<file path="config.mk">
export PLATFORM = sky130hd
export DESIGN_NAME = bs_accum
export DESIGN_NICKNAME = d
export VERILOG_FILES = /design/src/rtl/cim_pkg.sv /design/src/rtl/res_fifo2.sv /design/src/rtl/bs_accum.sv
export SDC_FILE = /design/constraint.sdc
export NUM_CORES = 1
export LEC_CHECK = 0
export BUFFER_PORTS_ARGS = -buffer_cell sky130_fd_sc_hd__buf_2
export CAP_MARGIN = 40
export CORE_MARGIN = 2
export CORE_UTILIZATION = 30
export CTS_CLUSTER_SIZE = 12
export DETAILED_ROUTE_END_ITERATION = 16
export GPL_TIMING_DRIVEN = 1
export HOLD_SLACK_MARGIN = 0.03
export PLACE_DENSITY = 0.42
export SLEW_MARGIN = 20
export SYNTH_ARGS = -nofsm -noshare
export SYNTH_HDL_FRONTEND = slang
export SYNTH_SLANG_ARGS = --single-unit
</file>
<file path="constraint.sdc">
create_clock -name clk -period 17.9 [get_ports clk]
set_input_delay 3.58 -clock clk [delete_from_list [all_inputs] [get_ports clk]]
set_output_delay 3.58 -clock clk [all_outputs]
set_load 0.05 [all_outputs]
</file>
<file path="src/rtl/cim_pkg.sv">
// Constants and helpers shared between the global controller and the bit-serial datapath.
package cim_pkg;

    localparam int unsigned SEL_W     = 6;
    localparam int unsigned LIMIT_12B = 11;
    localparam int unsigned LIMIT_24B = 23;

    // Index of the last (MSB) bit-plane for the selected input width.
    function automatic logic [SEL_W-1:0] step_limit(input logic inwidth);
        return inwidth ? SEL_W'(LIMIT_24B) : SEL_W'(LIMIT_12B);
    endfunction

endpackage

</file>
<file path="src/rtl/res_fifo2.sv">
// Two-entry shift-style result FIFO; the head lives in a flop driving dout directly.
module res_fifo2 #(
    parameter int unsigned W = 40
) (
    input  logic         clk,
    input  logic         rstn,
    input  logic         push,
    input  logic [W-1:0] din,
    output logic         full,
    input  logic         pop,
    output logic [W-1:0] dout,
    output logic         empty
);

    logic [W-1:0] mem1;
    logic         vld0;
    logic         vld1;
    logic         do_pop_c;

    assign do_pop_c = pop && vld0;

    always_ff @(posedge clk) begin
        if (!rstn) begin
            dout <= '0;
            mem1 <= '0;
            vld0 <= 1'b0;
            vld1 <= 1'b0;
        end else if (do_pop_c && push) begin
            // Simultaneous pop and push: occupancy unchanged.
            if (vld1) begin
                dout <= mem1;
                mem1 <= din;
            end else begin
                dout <= din;
            end
        end else if (do_pop_c) begin
            dout <= mem1;
            vld0 <= vld1;
            vld1 <= 1'b0;
        end else if (push) begin
            if (!vld0) begin
                dout <= din;
                vld0 <= 1'b1;
            end else if (!vld1) begin
                mem1 <= din;
                vld1 <= 1'b1;
            end
        end
    end

    assign full  = vld1;
    assign empty = !vld0;

endmodule

</file>
<file path="src/rtl/bs_accum.sv">
// Bit-serial shift-accumulator: sums 2^sel-weighted plane partial sums and queues each finished result.
module bs_accum
    import cim_pkg::*;
#(
    parameter int unsigned PSUM_W = 16,
    parameter int unsigned OUT_W  = PSUM_W + 24,
    parameter int unsigned FIFO_D = 2
) (
    input  logic                     clk,
    input  logic                     rstn,
    input  logic                     st,
    input  logic [SEL_W-1:0]         sel,
    input  logic                     sus,
    input  logic                     inwidth,
    input  logic                     in_signed,
    input  logic signed [PSUM_W-1:0] psum,
    output logic signed [OUT_W-1:0]  res_data,
    output logic                     res_valid,
    input  logic                     res_ready,
    output logic                     busy,
    output logic                     ovf_err,
    output logic                     seq_err,
    input  logic                     clr_err
);

    localparam int unsigned EXT_W = OUT_W - PSUM_W;

    if (FIFO_D != 2) begin : g_depth_check
        $error("bs_accum: output FIFO is fixed at two entries");
    end

    logic signed [OUT_W-1:0] acc_q;
    logic signed [OUT_W-1:0] acc_d;
    logic [SEL_W-1:0]        exp_sel_q;
    logic [SEL_W-1:0]        exp_sel_d;
    logic                    busy_d;
    logic                    ovf_d;
    logic                    seq_d;

    logic [SEL_W-1:0]        limit_c;
    logic signed [OUT_W-1:0] ext_c;
    logic signed [OUT_W-1:0] shifted_c;
    logic signed [OUT_W-1:0] term_c;
    logic signed [OUT_W-1:0] sum_c;
    logic                    push_c;
    logic                    seq_ev_c;
    logic                    ovf_ev_c;
    logic                    fifo_full;
    logic                    fifo_empty;
    logic [OUT_W-1:0]        fifo_dout;

    // Term generation: sign-extend, weight by plane, negate the MSB plane of signed inputs.
    always_comb begin
        limit_c   = step_limit(inwidth);
        ext_c     = {{EXT_W{psum[PSUM_W-1]}}, psum};
        shifted_c = ext_c << sel;
        term_c    = (in_signed && (sel == limit_c)) ? -shifted_c : shifted_c;
        sum_c     = (busy ? acc_q : OUT_W'(0)) + term_c;
    end

    // Step sequencing, result push and error events.
    always_comb begin
        acc_d     = acc_q;
        busy_d    = busy;
        exp_sel_d = exp_sel_q;
        push_c    = 1'b0;
        seq_ev_c  = 1'b0;
        if (!st) begin
            seq_ev_c = (sel != exp_sel_q) || (sel > limit_c);
            if (sus) begin
                push_c    = 1'b1;
                busy_d    = 1'b0;
                exp_sel_d = '0;
                acc_d     = '0;
            end else begin
                acc_d     = sum_c;
                busy_d    = 1'b1;
                exp_sel_d = exp_sel_q + SEL_W'(1);
            end
        end else if (busy) begin
            // Controller stopped without a final step: drop the partial result.
            seq_ev_c  = 1'b1;
            busy_d    = 1'b0;
            exp_sel_d = '0;
            acc_d     = '0;
        end
        // A full FIFO always has a head, so res_ready alone means a pop happens.
        ovf_ev_c = push_c && fifo_full && !res_ready;
        ovf_d    = ovf_ev_c || (ovf_err && !clr_err);
        seq_d    = seq_ev_c || (seq_err && !clr_err);
    end

    always_ff @(posedge clk) begin
        if (!rstn) begin
            acc_q     <= '0;
            busy      <= 1'b0;
            exp_sel_q <= '0;
            ovf_err   <= 1'b0;
            seq_err   <= 1'b0;
        end else begin
            acc_q     <= acc_d;
            busy      <= busy_d;
            exp_sel_q <= exp_sel_d;
            ovf_err   <= ovf_d;
            seq_err   <= seq_d;
        end
    end

    res_fifo2 #(
        .W (OUT_W)
    ) u_fifo (
        .clk   (clk),
        .rstn  (rstn),
        .push  (push_c),
        .din   (sum_c),
        .full  (fifo_full),
        .pop   (res_ready),
        .dout  (fifo_dout),
        .empty (fifo_empty)
    );

    assign res_data  = fifo_dout;
    assign res_valid = !fifo_empty;

endmodule

</file>
* Word level (Yosys, flattened, before mapping)
Index checks and enable logic that the tools add are counted.
** Storage, ports and cells
- Output and inout bits :: 44
- Logic and storage cells :: 73
- Register bits after elaboration :: 131
- Bits of input ports :: 30
** Operators by class
- Shift operators :: 1
- Reductions and logical operators :: 22
- Mux-type cells :: 29
- Bitwise operators :: 2
- Magnitude comparators :: 1
- Add/sub/neg operators :: 3
- Eq/ne operators :: 6
** Operators by type and width (count)
- 40-bit two-way mux :: 15
- 40-bit adder :: 1
- 40-bit negator :: 1
- 40-bit by 6-bit << shifter with 40-bit output :: 1
- 6-bit two-way mux :: 3
- 1-bit two-way mux :: 10
- 2-bit nonzero test :: 4
- 1-bit logical AND :: 7
- 6-bit by 1-bit adder with 6-bit output (second input constant) :: 1
- 6-bit by 5-bit == test with 1-bit output :: 1
- 6-bit by 5-bit greater-than comparator with 1-bit output :: 1
- 6-bit inequality test :: 1
- 5-bit two-way mux :: 1
- 2-bit by 1-bit inequality test with 1-bit output (second input constant) :: 2
- 2-bit AND reduction :: 2
- 4-bit AND reduction :: 1
- 1-bit logical OR :: 3
- 3-bit inequality test (second input constant) :: 1
- 3-bit AND reduction :: 1
- 3-bit nonzero test :: 1
- 1-bit zero test :: 2
- 2-bit inequality test (second input constant) :: 1
- 1-bit inverter :: 2
- 2-bit OR reduction :: 1

* Logic depth before layout (Yosys ltp)
Gate-level depths: netlist (run 1).
- Depth in word-level cells :: 10
- Depth in mapped cells :: 25
- Gate-level depth less buffers :: 21

* By module
From an unflattened synthesis (run 1), not the netlist that was laid out.
** Second synthesis, totals
- Cells, all modules :: 1432
- Area, all modules :: 10975.5 um2
** Modules (own cells, without submodules)
- bs_accum :: cells each 975, area an instance 7236.9 um2, instances 1
- res_fifo2 :: cells each 457, area an instance 3738.6 um2, instances 1

* Worst setup path before layout (run 1)
No wires, ideal clock.
- Kind :: input to register
- Start point :: input port sel[0]
- End point :: register u_fifo.dout[39]
- Setup time :: 0.087 ns
- Slack :: 9.440 ns
- Path buffers :: 5
- Arrival :: 8.373 ns
- Stages :: 24
- Cells stage by stage :: buf_6 > buf_8 > buf_8 > buf_8 > mux2i_1 > o22ai_1 > or2_4 > o31ai_2 > nand4_1 > or4_1 > nor2_2 > nand3_1 > o21ai_0 > xor2_1 > ha_1 > clkbuf_1 > nand3_1 > nor3_1 > nand4_1 > o21ai_0 > a31o_2 > nand2b_1 > o21ai_0 > o31ai_1
** On the way
- Cells in the longest elaborated chain, start to end :: 8
- Elaborated cells between the ends (all ways) :: 11
** RTL lines
- start: declaration :: RTL line bs_accum.sv:12 : input logic [SEL_W-1:0] sel,
- 40-bit by 6-bit << shifter with 40-bit output or 6-bit by 5-bit == test with 1-bit output (tied branches) :: RTL line bs_accum.sv:56, bs_accum.sv:57
- 40-bit negator or 1-bit logical AND (tied branches) :: RTL line bs_accum.sv:57 : term_c = (in_signed && (sel == limit_c)) ? -shifted_c : shifted_c;
- 40-bit two-way mux (*) :: RTL line bs_accum.sv:57
- 40-bit adder (*) :: RTL line bs_accum.sv:58 : sum_c = (busy ? acc_q : OUT_W'(0)) + term_c;
- 40-bit two-way mux :: RTL line res_fifo2.sv:41 : if (!vld0) begin
- 40-bit two-way mux :: RTL line res_fifo2.sv:40 : end else if (push) begin
- 40-bit two-way mux :: RTL line res_fifo2.sv:36 : end else if (do_pop_c) begin
- 40-bit two-way mux (*) :: RTL line res_fifo2.sv:28 : end else if (do_pop_c && push) begin
- end signal: assignment :: RTL line res_fifo2.sv:31 : dout <= mem1;
- end signal: assignment :: RTL line res_fifo2.sv:37 : dout <= mem1;
- end signal: assignment :: RTL line res_fifo2.sv:42 : dout <= din;
- end: declaration :: RTL line res_fifo2.sv:11 : output logic [W-1:0] dout,
Every way passes the cells marked *; elsewhere a longest branch is shown, timed or not. The select of a mux whose other input is x is not followed.
A chain may end at the register's enable or synchronous reset.

* Worst setup path after layout (run 1)
- Start point :: input port sel[2]
- End point :: register u_fifo.dout[39]
Same word-level chain as after synthesis.

==> summary.md, run 1 <==
| Metric | Value |
|---|---|
| Final HPWL DP | `25200 um` |
| Clock share of power | `38.2%` |
| Comb power frac | `26.0%` |
| Internal | `0.563 mW` |
| Vias | `10100` |
| Top delay family on crit path | `simple AND/OR/NAND/NOR gates` |
| Synth Net Count | `1429` |
| Met3 routed WL | `1160 um` |
| Critical path's slowest cell | `mux4_2` |
| Startpoint types | `input port` |
| Post-Syn Area per Cell | `7.56 um^2` |
| Overflow after GRT | `0` |
| Fin crit period | `9.29 ns` |
| Post-CTS resize count | `0` |
| Post-synth EDFFs | `0` |
| Power Density | `76.0 nW/um^2` |
| Port Buf Inserts | `73` |
| Setup Buffers After CTS | `0` |
| Drt first pass iters | `7` |
| # diodes | `0` |
| Placed cell count | `1803` |
| Global-route wire length before repair | `55300 um` |
| ANT nets after route | `0` |
| Largest family of logic cells by synthesized area | `compound AO/OA/AOI/OAI gates` |
| Critical path buffer and inverter count | `2` |
| Initial DRC Count | `720` |
| Die W | `189 um` |
| P&R area growth vs syn | `12.4%` |
| Synth Register Bits | `131` |
| Avg WL per Cell | `18.9 um` |
| Layout Nets | `1453` |
| Top layer in use | `met4` |
| Final period util | `51.9%` |
| CP arrival | `9.64 ns` |
| Cell taking the most area after synthesis | `dfxtp_1` |
| Setup TNS | `0 ns` |
| Pwr Total | `0.873 mW` |
| IO Count | `74` |
| Synth area leaders | `dfxtp_1 26%, nand2_1 7.2%, a21oi_1 5.9%` |
| CTS Sinks | `131` |
| Tightest Pin Transition | `0.898 ns` |
| Final clock skew | `0.0144 ns` |
| Clk slew on worst S/H paths | `0.06 ns` |
| FFs w/ async S/R, synth | `0%` |
| Post-Synth Simple-Gate Area | `23.9%` |
| Mux share of post-synthesis cell area | `6.56%` |
| Yosys warns | `0` |
| Final Setup Violations | `0` |
| Hold Crit Class | `flip-flop to flip-flop` |
| Leak pwr | `4.60 nW` |
| Post-Syn Instances | `1352` |
| Site Rows | `67` |
| Top FF cell, synth | `dfxtp_1` |
| Adder-Cell Fraction of Synth Area | `5.83%` |
| M1 WL | `16400 um` |
| CP Capture Type | `flip-flop` |
| Synth cell count leaders | `197 x nand2_1, 131 x dfxtp_1, 121 x a21oi_1, 111 x nor2_1, 90 x o21ai_0` |
| Slew Viols, Final | `0` |
| # H-tree levels | `4` |
| Die Y-Extent | `189 um` |
| Cell Area, Synth | `10200 um^2` |
| Overall Global Routing Usage | `19.7%` |
| Drt total wl | `34700 um` |
| Post-Layout Cell Count | `1837` |
| Post-Synth XOR/XNOR Area | `5.57%` |
| Max_cap viols | `0` |
| Worst endpoint required time | `18.25 ns` |
| Largest net degree at the start of global routing | `70` |
| Synth cell types | `82` |
| Max Root-Sink Buffers | `2` |
| Initial antenna violation count | `0` |
| Worst-path cell chain | `buf_2 -> clkinv_1 -> mux4_2 -> a22o_1 -> nor4_4 -> nand4_4 -> nor4_4 -> nand2b_2 -> or4_4 -> o41ai_2 -> xor2_1 -> ha_1 -> nand3_1 -> nor3_1 -> nand4_1 -> o21ai_0 -> a31o_2 -> nand2b_1 -> o21ai_0 -> o31ai_1` |
| Met2 wire len | `16800 um` |
| Clock buffer count from CTS | `17` |
| Crit path max fanout | `32` |
| Share of cells above drive strength 1 | `12.4%` |
| Critical path's largest stage delay | `0.62 ns` |
| DRC | `0` |
| Run status | `complete, no violations` |
| Root buf cell | `clkbuf_16` |
| RSZ-0062 raised after global routing | `no` |
| Sw frac | `35.5%` |
| Compound-gate portion of the synthesized area | `27.7%` |
| Vias in the first global route | `9735` |
| Switch Pwr | `0.309 mW` |
| FILL cells | `3689` |
| DIE AREA | `35600 um^2` |
| Rel. slew slack | `39.7%` |
| Final GP Congestion | `0.880` |
| Post-synthesis sequential area ratio | `25.7%` |
| Fmax | `108 MHz` |
| Yosys top cell area share | `25.7%` |
| Peak VDD IR | `64.6 uV` |
| Critical path class | `input port to flip-flop` |
| Cts hold-fix bufs | `0` |
| Most common cell in the netlist | `nand2_1` |
| Via/cell ratio | `5.49` |
| Clk Latency, worst-skew pair | `0.44 ns` |
| CTS tree | `done` |
| CORE AREA | `33500 um^2` |
| Part of the power in registers | `35.8%` |
| Final hold vios | `0` |
| Starting density of the core | `30.5%` |
## cell usage in the layout (no fill, tap or decap), types with 7 or more instances in the layout
cell | netlist | layout
a211oi_1 | 12 | 12
a21o_1 | 25 | 25
a21oi_1 | 121 | 120
a22o_1 | 32 | 32
a22oi_1 | 7 | 7
a311oi_1 | 26 | 26
a31oi_1 | 19 | 19
and2_1 | 50 | 50
and3_1 | 12 | 12
buf_2 | 6 | 74
buf_4 | 0 | 14
clkbuf_16 | 0 | 17
clkinv_2 | 0 | 7
dfxtp_1 | 131 | 131
ha_1 | 46 | 46
inv_1 | 30 | 29
mux2_2 | 16 | 16
mux2i_1 | 19 | 19
mux4_2 | 9 | 9
nand2_1 | 197 | 197
nand2b_1 | 18 | 18
nand3_1 | 27 | 27
nand4_1 | 13 | 13
nor2_1 | 111 | 111
nor2b_1 | 18 | 18
nor3_1 | 31 | 31
o211ai_1 | 7 | 7
o21a_1 | 12 | 12
o21ai_0 | 90 | 89
o21bai_1 | 7 | 7
o22ai_1 | 10 | 10
o31ai_1 | 10 | 10
xnor2_1 | 36 | 36
xor2_1 | 29 | 29
## sequential cells by signal, summed over array words and instances (netlist names)
| register | flops |
|---|---|
| u_fifo.vld0 | 1 |
| seq_err | 1 |
| u_fifo.mem1 | 40 |
| u_fifo.full | 1 |
| busy | 1 |
| u_fifo.dout | 40 |
| acc_q | 40 |
| ovf_err | 1 |
| exp_sel_q | 6 |
## power by group through the flow
stage               clock [mW]  sequential, mW  combinational, mW
floorplan                    0           0.351              0.132
global placement             0           0.319              0.228
detailed placement           0           0.319              0.227
CTS                      0.344           0.313              0.228
global route             0.355           0.314              0.247
finish                   0.333           0.313              0.227
## area by class of cell
class	count	area, um^2	share of cell area, %
Sequential cell	131	2620	22.8
Clock inverter	14	114	0.991
Multi-Input combinational cell	1104	7130	62.1
Inverter	32	120	1.05
Tap cell	448	561	4.88
Clock buffer	18	429	3.74
Timing Repair Buffer	90	510	4.44
## metrics by stage
step / utilization (%) / worst slack (ns) / hold slack (ns) / cell area (um^2)
floorplan: - / 9.44 / 0.417 / 10200
global placement: 32.5 / 8.23 / 0.428 / 10900
detailed placement: 32.6 / 8.22 / 0.435 / 10900
CTS: 34.2 / 8.67 / 0.449 / 11500
global route: 34.3 / 8.12 / 0.473 / 11500
finish: 34.3 / 8.61 / 0.451 / 11500
## layer usage
| layer | track usage, % | up-vias |
|---|---|---|
| li1 | - | 4977 |
| met3 | 3.24 | 22 |
| met5 | 0 | - |
| met1 | 26.0 | 4914 |
| met4 | 4.00 | 0 |
| met2 | 34.0 | 180 |
## worst register-to-register path: cells and delay by family, from the launching register on
| family | cells | cell delay, ns |
|---|---|---|
| simple gates | 2 | 0.32 |
| fa+ha+maj | 1 | 0.34 |
| mux | 1 | 0.30 |
| flops | 1 | 0.30 |
| buf+inv | 1 | 0.19 |
| compound gates | 8 | 2.27 |
## cell families after synthesis
| logic type | count (synthesis) |
|---|---|
| AO/OA/AOI/OAI | 430 |
| XOR/XNOR | 65 |
| adder cells (fa/ha/maj) | 47 |
| buffers and inverters | 117 |
| flip-flops | 131 |
| multiplexers | 50 |
| AND/OR/NAND/NOR | 512 |
## worst paths after layout
check | from | end | slack (ns) | cells after the start
hold / removal | acc_q[38] | acc_q[38] | 0.45 | 2
setup reg to reg | busy | u_fifo.dout[35] | 14.06 | 13
setup / recovery | sel[2] | u_fifo.dout[39] | 8.61 | 20
hold reg to reg | acc_q[38] | acc_q[38] | 0.45 | 2
Note: power is estimated with default switching activity, not from simulation.
==> run 2: changes to the inputs <==
==> constraint.sdc (replaced) <==
create_clock -name clk -period 9.5 [get_ports clk]
set_input_delay 1.9 -clock clk [delete_from_list [all_inputs] [get_ports clk]]
set_output_delay 1.9 -clock clk [all_outputs]
set_load 0.05 [all_outputs]
==> run 2 against run 1 <==
Worst setup slack got worse by 6.7 ns; routed wire length rose by 0.18%; die area did not move; first-iteration DRC count rose by 3.1%; sequential power rose by 88%; register-to-register slack got worse by 8.6 ns; via count barely moved; sequential cell count did not move; core utilization barely moved; total power rose by 88%; sequential share of layout area barely moved; highest routed layer unchanged.
==> summary.md, run 2 (same netlist as run 1, synthesis figures left out) <==
| Metric | Value |
|---|---|
| Tightest Pin Transition | `0.925 ns` |
| Cts hold-fix bufs | `0` |
| Power Density | `143 nW/um^2` |
| Crit path max fanout | `32` |
| Die W | `189 um` |
| Max Root-Sink Buffers | `2` |
| Global-route wire length before repair | `54900 um` |
| Via/cell ratio | `5.50` |
| Overall Global Routing Usage | `19.5%` |
| P&R area growth vs syn | `12.3%` |
| Site Rows | `67` |
| Critical path class | `input port to flip-flop` |
| Final hold vios | `0` |
| Max_cap viols | `0` |
| Final period util | `79.9%` |
| Worst endpoint required time | `9.84 ns` |
| Drt first pass iters | `5` |
| Avg WL per Cell | `18.9 um` |
| Drt total wl | `34700 um` |
| Top Registers | `acc_q: 40 flops, u_fifo.dout: 40 flops, u_fifo.mem1: 40 flops` |
| IO Count | `74` |
| Setup Buffers After CTS | `0` |
| Leak pwr | `4.59 nW` |
| Peak VDD IR | `122 uV` |
| Final Setup Violations | `0` |
| Port Buf Inserts | `73` |
| CORE AREA | `33500 um^2` |
| CP Capture Type | `flip-flop` |
| Overflow after GRT | `0` |
| CP arrival | `7.93 ns` |
| Initial DRC Count | `742` |
| Vias in the first global route | `9799` |
| Clk slew on worst S/H paths | `0.06 ns` |
| Setup TNS | `0 ns` |
| CTS tree | `done` |
| Clock buffer count from CTS | `17` |
| # diodes | `0` |
| Final GP Congestion | `0.888` |
| Layout Nets | `1452` |
| Final HPWL DP | `24900 um` |
| Vias | `10100` |
| Die Y-Extent | `189 um` |
| Post-CTS resize count | `0` |
| Largest net degree at the start of global routing | `70` |
| Starting density of the core | `30.5%` |
| DRC | `0` |
| RSZ-0062 raised after global routing | `no` |
| Clk Latency, worst-skew pair | `0.43 ns` |
| Fin crit period | `7.59 ns` |
| Startpoint types | `input port` |
| Most common cell after layout, fill and taps aside | `nand2_1` |
| CTS Sinks | `131` |
| Initial antenna violation count | `0` |
| Slew Viols, Final | `0` |
| Share of cells above drive strength 1 | `12.4%` |
| # H-tree levels | `4` |
| Hold Crit Class | `flip-flop to flip-flop` |
| Root buf cell | `clkbuf_16` |
| Run status | `complete, no violations` |
| Rel. slew slack | `37.9%` |
| Final clock skew | `0.0117 ns` |
| Most frequent cells in the layout | `197 x nand2_1, 131 x dfxtp_1, 120 x a21oi_1` |
| Final hold slack | `0.450 ns` |
| ANT nets after route | `0` |
| Fmax | `132 MHz` |
| DIE AREA | `35600 um^2` |
==> run 2: layer usage <==
layer / global-route usage, % / up-vias / part of all wire [%]
met5: 0 / - / 0
met3: 2.98 / 45 / 4.0
li1: - / 4983 / -
met2: 32.7 / 247 / 47
met4: 5.50 / 0 / 2.1
met1: 25.8 / 4827 / 47
==> run 2: stage by stage <==
step / worst slack, ns / std cells / power, mW / cell area (um^2) / util, %
after detailed placement: 1.53 / 1802 / 1.03 / 10900 / 32.5
after floorplan: 2.72 / 1352 / 0.909 / 10200 / -
after global routing: 1.43 / 1836 / 1.72 / 11500 / 34.2
final: 1.91 / 1836 / 1.64 / 11500 / 34.2
after CTS: 1.97 / 1834 / 1.66 / 11500 / 34.2
after global placement: 1.50 / 1801 / 1.03 / 10900 / 32.5
==> run 2: path summary, 6_finish.rpt <==
check / start / to / slack, ns / depth (start not counted)
worst min register to register: acc_q[35] / acc_q[35] / 0.45 / 2
worst max register to register: busy / u_fifo.dout[35] / 5.42 / 13
worst min-delay path: acc_q[35] / acc_q[35] / 0.45 / 2
worst max-delay path: sel[2] / u_fifo.dout[39] / 1.91 / 20
==> run 2: final cells by class <==
type                       instances  area, um^2
clock buffer                      18         439
multi-input combinational       1104        7130
sequential                       131        2620
tap                              448         561
fill                            3674       22100
clock inverter                    14         108
inverter                          32         120
timing repair buffer              89         503
==> run 2: critical path, cell delays in order <==
cell	delay (ns)
buf_2	0.50
clkinv_1	0.46
mux4_2	0.61
a22o_1	0.30
nor4_4	0.39
nand4_4	0.20
nor4_4	0.34
nand2b_2	0.13
or4_4	0.46
o41ai_2	0.31
xor2_1	0.13
ha_1	0.40
nand3_1	0.13
nor3_1	0.45
nand4_1	0.15
o21ai_0	0.34
a31o_2	0.31
nand2b_1	0.12
o21ai_0	0.07
o31ai_1	0.22
==> run 2: report_power, final <==
group	switching (mW)	internal, mW	total (mW)	leakage (nW)
combinational	0.299	0.129	0.428	3.26
sequential	0.0142	0.575	0.589	1.06
clock	0.283	0.344	0.627	0.268
==> run 3: changes to the inputs <==
--- a/config.mk
+++ b/config.mk
@@ -5,6 +5,7 @@
 export SDC_FILE = /design/constraint.sdc
 export NUM_CORES = 1
 export LEC_CHECK = 0
+export ABC_AREA = 1
 export BUFFER_PORTS_ARGS = -buffer_cell sky130_fd_sc_hd__buf_2
 export CAP_MARGIN = 40
 export CORE_MARGIN = 2
==> constraint.sdc (replaced) <==
create_clock -name clk -period 7.2 [get_ports clk]
set_input_delay 1.44 -clock clk [delete_from_list [all_inputs] [get_ports clk]]
set_output_delay 1.44 -clock clk [all_outputs]
set_load 0.05 [all_outputs]
==> run 3 against run 2 <==
Count of clock-buffer cells in the layout is 2 higher; final cell count is 33% higher; sequential cell count stayed put; total power is 51% higher; critical path depth is 10 higher; worst setup slack worse by 0.88 ns; final area is 14% higher.
==> summary.md, run 3 <==
| Metric | Value |
|---|---|
| Die Y-Extent | `200 um` |
| Area after DPL | `12400 um^2` |
| Max Root-Sink Buffers | `2` |
| Met2 Track Usage GR | `35.7%` |
| Final hold vios | `0` |
| Clk slew on worst S/H paths | `0.06 ns` |
| Post-Syn Area per Cell | `6.08 um^2` |
| Max_cap viols | `0` |
| Design area | `13100 um^2` |
| Synth Register Bits | `131` |
| Post-synth EDFFs | `0` |
| HP Start | `u_fifo.mem1[9]` |
| Synth area leaders | `dfxtp_1 23%, nand2_1 16%, o21ai_0 9.1%` |
| Overflow after GRT | `0` |
| Synth Net Count | `1968` |
| Post-synthesis sequential area ratio | `22.8%` |
| Port Buf Inserts | `73` |
| CORE AREA | `37700 um^2` |
| Power Density | `189 nW/um^2` |
| Post-Layout Cell Count | `2441` |
| Fmax | `162 MHz` |
| R2R Path Start | `busy` |
| Drt total wl | `42800 um` |
| Layout Nets | `1994` |
| Setup ws final | `1.03 ns` |
| Avg WL per Cell | `17.5 um` |
| Initial DRC Count | `691` |
| Startpoint types | `input port` |
| Multi-input gate area | `7710 um^2` |
| Via/cell ratio | `5.12` |
| Tightest Pin Transition | `0.709 ns` |
| DP Worst Slack | `0.625 ns` |
| Finished Core Util | `34.9%` |
| CTS Sinks | `131` |
| Busiest grt layer | `met2` |
| Hold Crit Class | `flip-flop to flip-flop` |
| RSZ-0062 raised after global routing | `no` |
| FFs w/ async S/R, synth | `0%` |
| Setup Buffers After CTS | `0` |
| Largest net degree at the start of global routing | `87` |
| Global-route wire length before repair | `67200 um` |
| CTS tree | `done` |
| Rel. slew slack | `52.7%` |
| Vias | `12500` |
| Starting density of the core | `30.5%` |
| Register area | `2620 um^2` |
| Cell Area, Synth | `11500 um^2` |
| Root buf cell | `clkbuf_16` |
| DIE AREA | `39900 um^2` |
| Final GP Congestion | `0.926` |
| Peak VDD IR | `158 uV` |
| Clk Latency, worst-skew pair | `0.44 ns` |
| Worst endpoint required time | `7.50 ns` |
| Post-Syn Instances | `1891` |
| IO Count | `74` |
| Run status | `complete, no violations` |
| Die W | `200 um` |
| Drt first pass iters | `6` |
| Yosys top cell area share | `22.8%` |
| M3 GR Usage | `2.50%` |
| P&R area growth vs syn | `14.2%` |
| Post-CTS resize count | `0` |
| ANT nets after route | `0` |
| Crit path max fanout | `21` |
| Overall Global Routing Usage | `21.8%` |
| Final clock skew | `0.0135 ns` |
| Pwr Total | `2.48 mW` |
| Vias in the first global route | `11800` |
| # H-tree levels | `4` |
| GR Util met1 | `30.4%` |
| # diodes | `0` |
| Critical path's slowest cell | `ha_1` |
| Setup TNS | `0 ns` |
| Initial antenna violation count | `1` |
| Site Rows | `71` |
| Synth cell types | `51` |
| Most frequent cells in the layout | `494 x nand2_1, 209 x o21ai_0, 187 x inv_1` |
| Top Registers | `acc_q: 40 flops, u_fifo.dout: 40 flops, u_fifo.mem1: 40 flops` |
| CP arrival | `6.47 ns` |
| CP startpoint | `sel[1]` |
| Final Setup Violations | `0` |
| Most frequent CP cell | `nand2_1` |
| Clock buffer count from CTS | `17` |
| Critical path's largest stage delay | `0.43 ns` |
| Final hold slack | `0.469 ns` |
| Most common cell after layout, fill and taps aside | `nand2_1` |
| Share of cells above drive strength 1 | `11.9%` |
| Slew Viols, Final | `0` |
| FILL cells | `4252` |
| Top FF cell, synth | `dfxtp_1` |
| CP Capture Type | `flip-flop` |
| Synth cell count leaders | `495 x nand2_1, 209 x o21ai_0, 189 x inv_1, 178 x nand3_1, 131 x dfxtp_1` |
| Yosys warns | `0` |
| Critical path class | `input port to flip-flop` |
| Fin crit period | `6.17 ns` |
| Placed cell count | `2408` |
| DRC | `0` |
| Final HPWL DP | `32900 um` |
| Final period util | `85.7%` |
| Leak pwr | `6.15 nW` |
| Cell taking the most area after synthesis | `dfxtp_1` |
| Cts hold-fix bufs | `0` |
| Most common cell in the netlist | `nand2_1` |
[run 3: cell types whose count changed after synthesis, moves of 21 or more]
cell	before	now
nand3_1	27	178
nand3_2	0	27
o211ai_1	7	35
and2_1	50	1
inv_1	30	189
a22o_1	32	0
a311oi_1	26	1
nor3_1	31	10
o21ai_0	90	209
nand2_1	197	495
a21o_1	25	4
[run 3: critical path, delay by kind of cell]
kind | cells | cell delay [ns]
compound gates | 5 | 0.85
xor+xnor | 2 | 0.38
fa+ha+maj | 2 | 0.59
buf+inv | 4 | 0.74
simple gates | 17 | 2.45
[run 3: path summary, 6_finish.rpt]
check	depth (start not counted)	endpoint	slack, ns
min	2	u_fifo.mem1[9]	0.47
max reg2reg	19	u_fifo.mem1[34]	3.33
max	30	u_fifo.mem1[34]	1.03
min reg2reg	2	u_fifo.mem1[9]	0.47
[run 3: cells by family (layout without fill, tap and decap cells)]
family,count (synthesis),in the layout,synth area share (%)
fa+ha+maj,47,47,5.18
simple gates,900,900,34.7
buf+inv,301,340,10.3
xor+xnor,65,65,4.95
flops,131,131,22.8
mux,1,1,0.0871
compound gates,446,446,22.0
[run 3: layer usage]
layer  up-vias  part of all wire, %
met5         -                    0
met4         0                  1.8
met3        41                  4.3
met2       278                   46
met1      5831                   48
li1       6358                    -
[run 3: layout make-up]
cell class / instances / share of cell area [%]
Clock inverter: 12 / 1.90
Clock buffer: 20 / 3.48
Multi-Input combinational cell: 1459 / 58.7
Inverter: 201 / 5.78
Tap cell: 511 / 4.87
Timing Repair Buffer: 107 / 5.32
Sequential cell: 131 / 20.0
[run 3: report_power, final]
group | internal [mW] | leakage, nW | switching (mW)
combinational | 0.173 | 4.75 | 0.454
sequential | 0.762 | 1.07 | 0.0192
clock | 0.705 | 0.341 | 0.369
total | 1.64 | 6.15 | 0.842
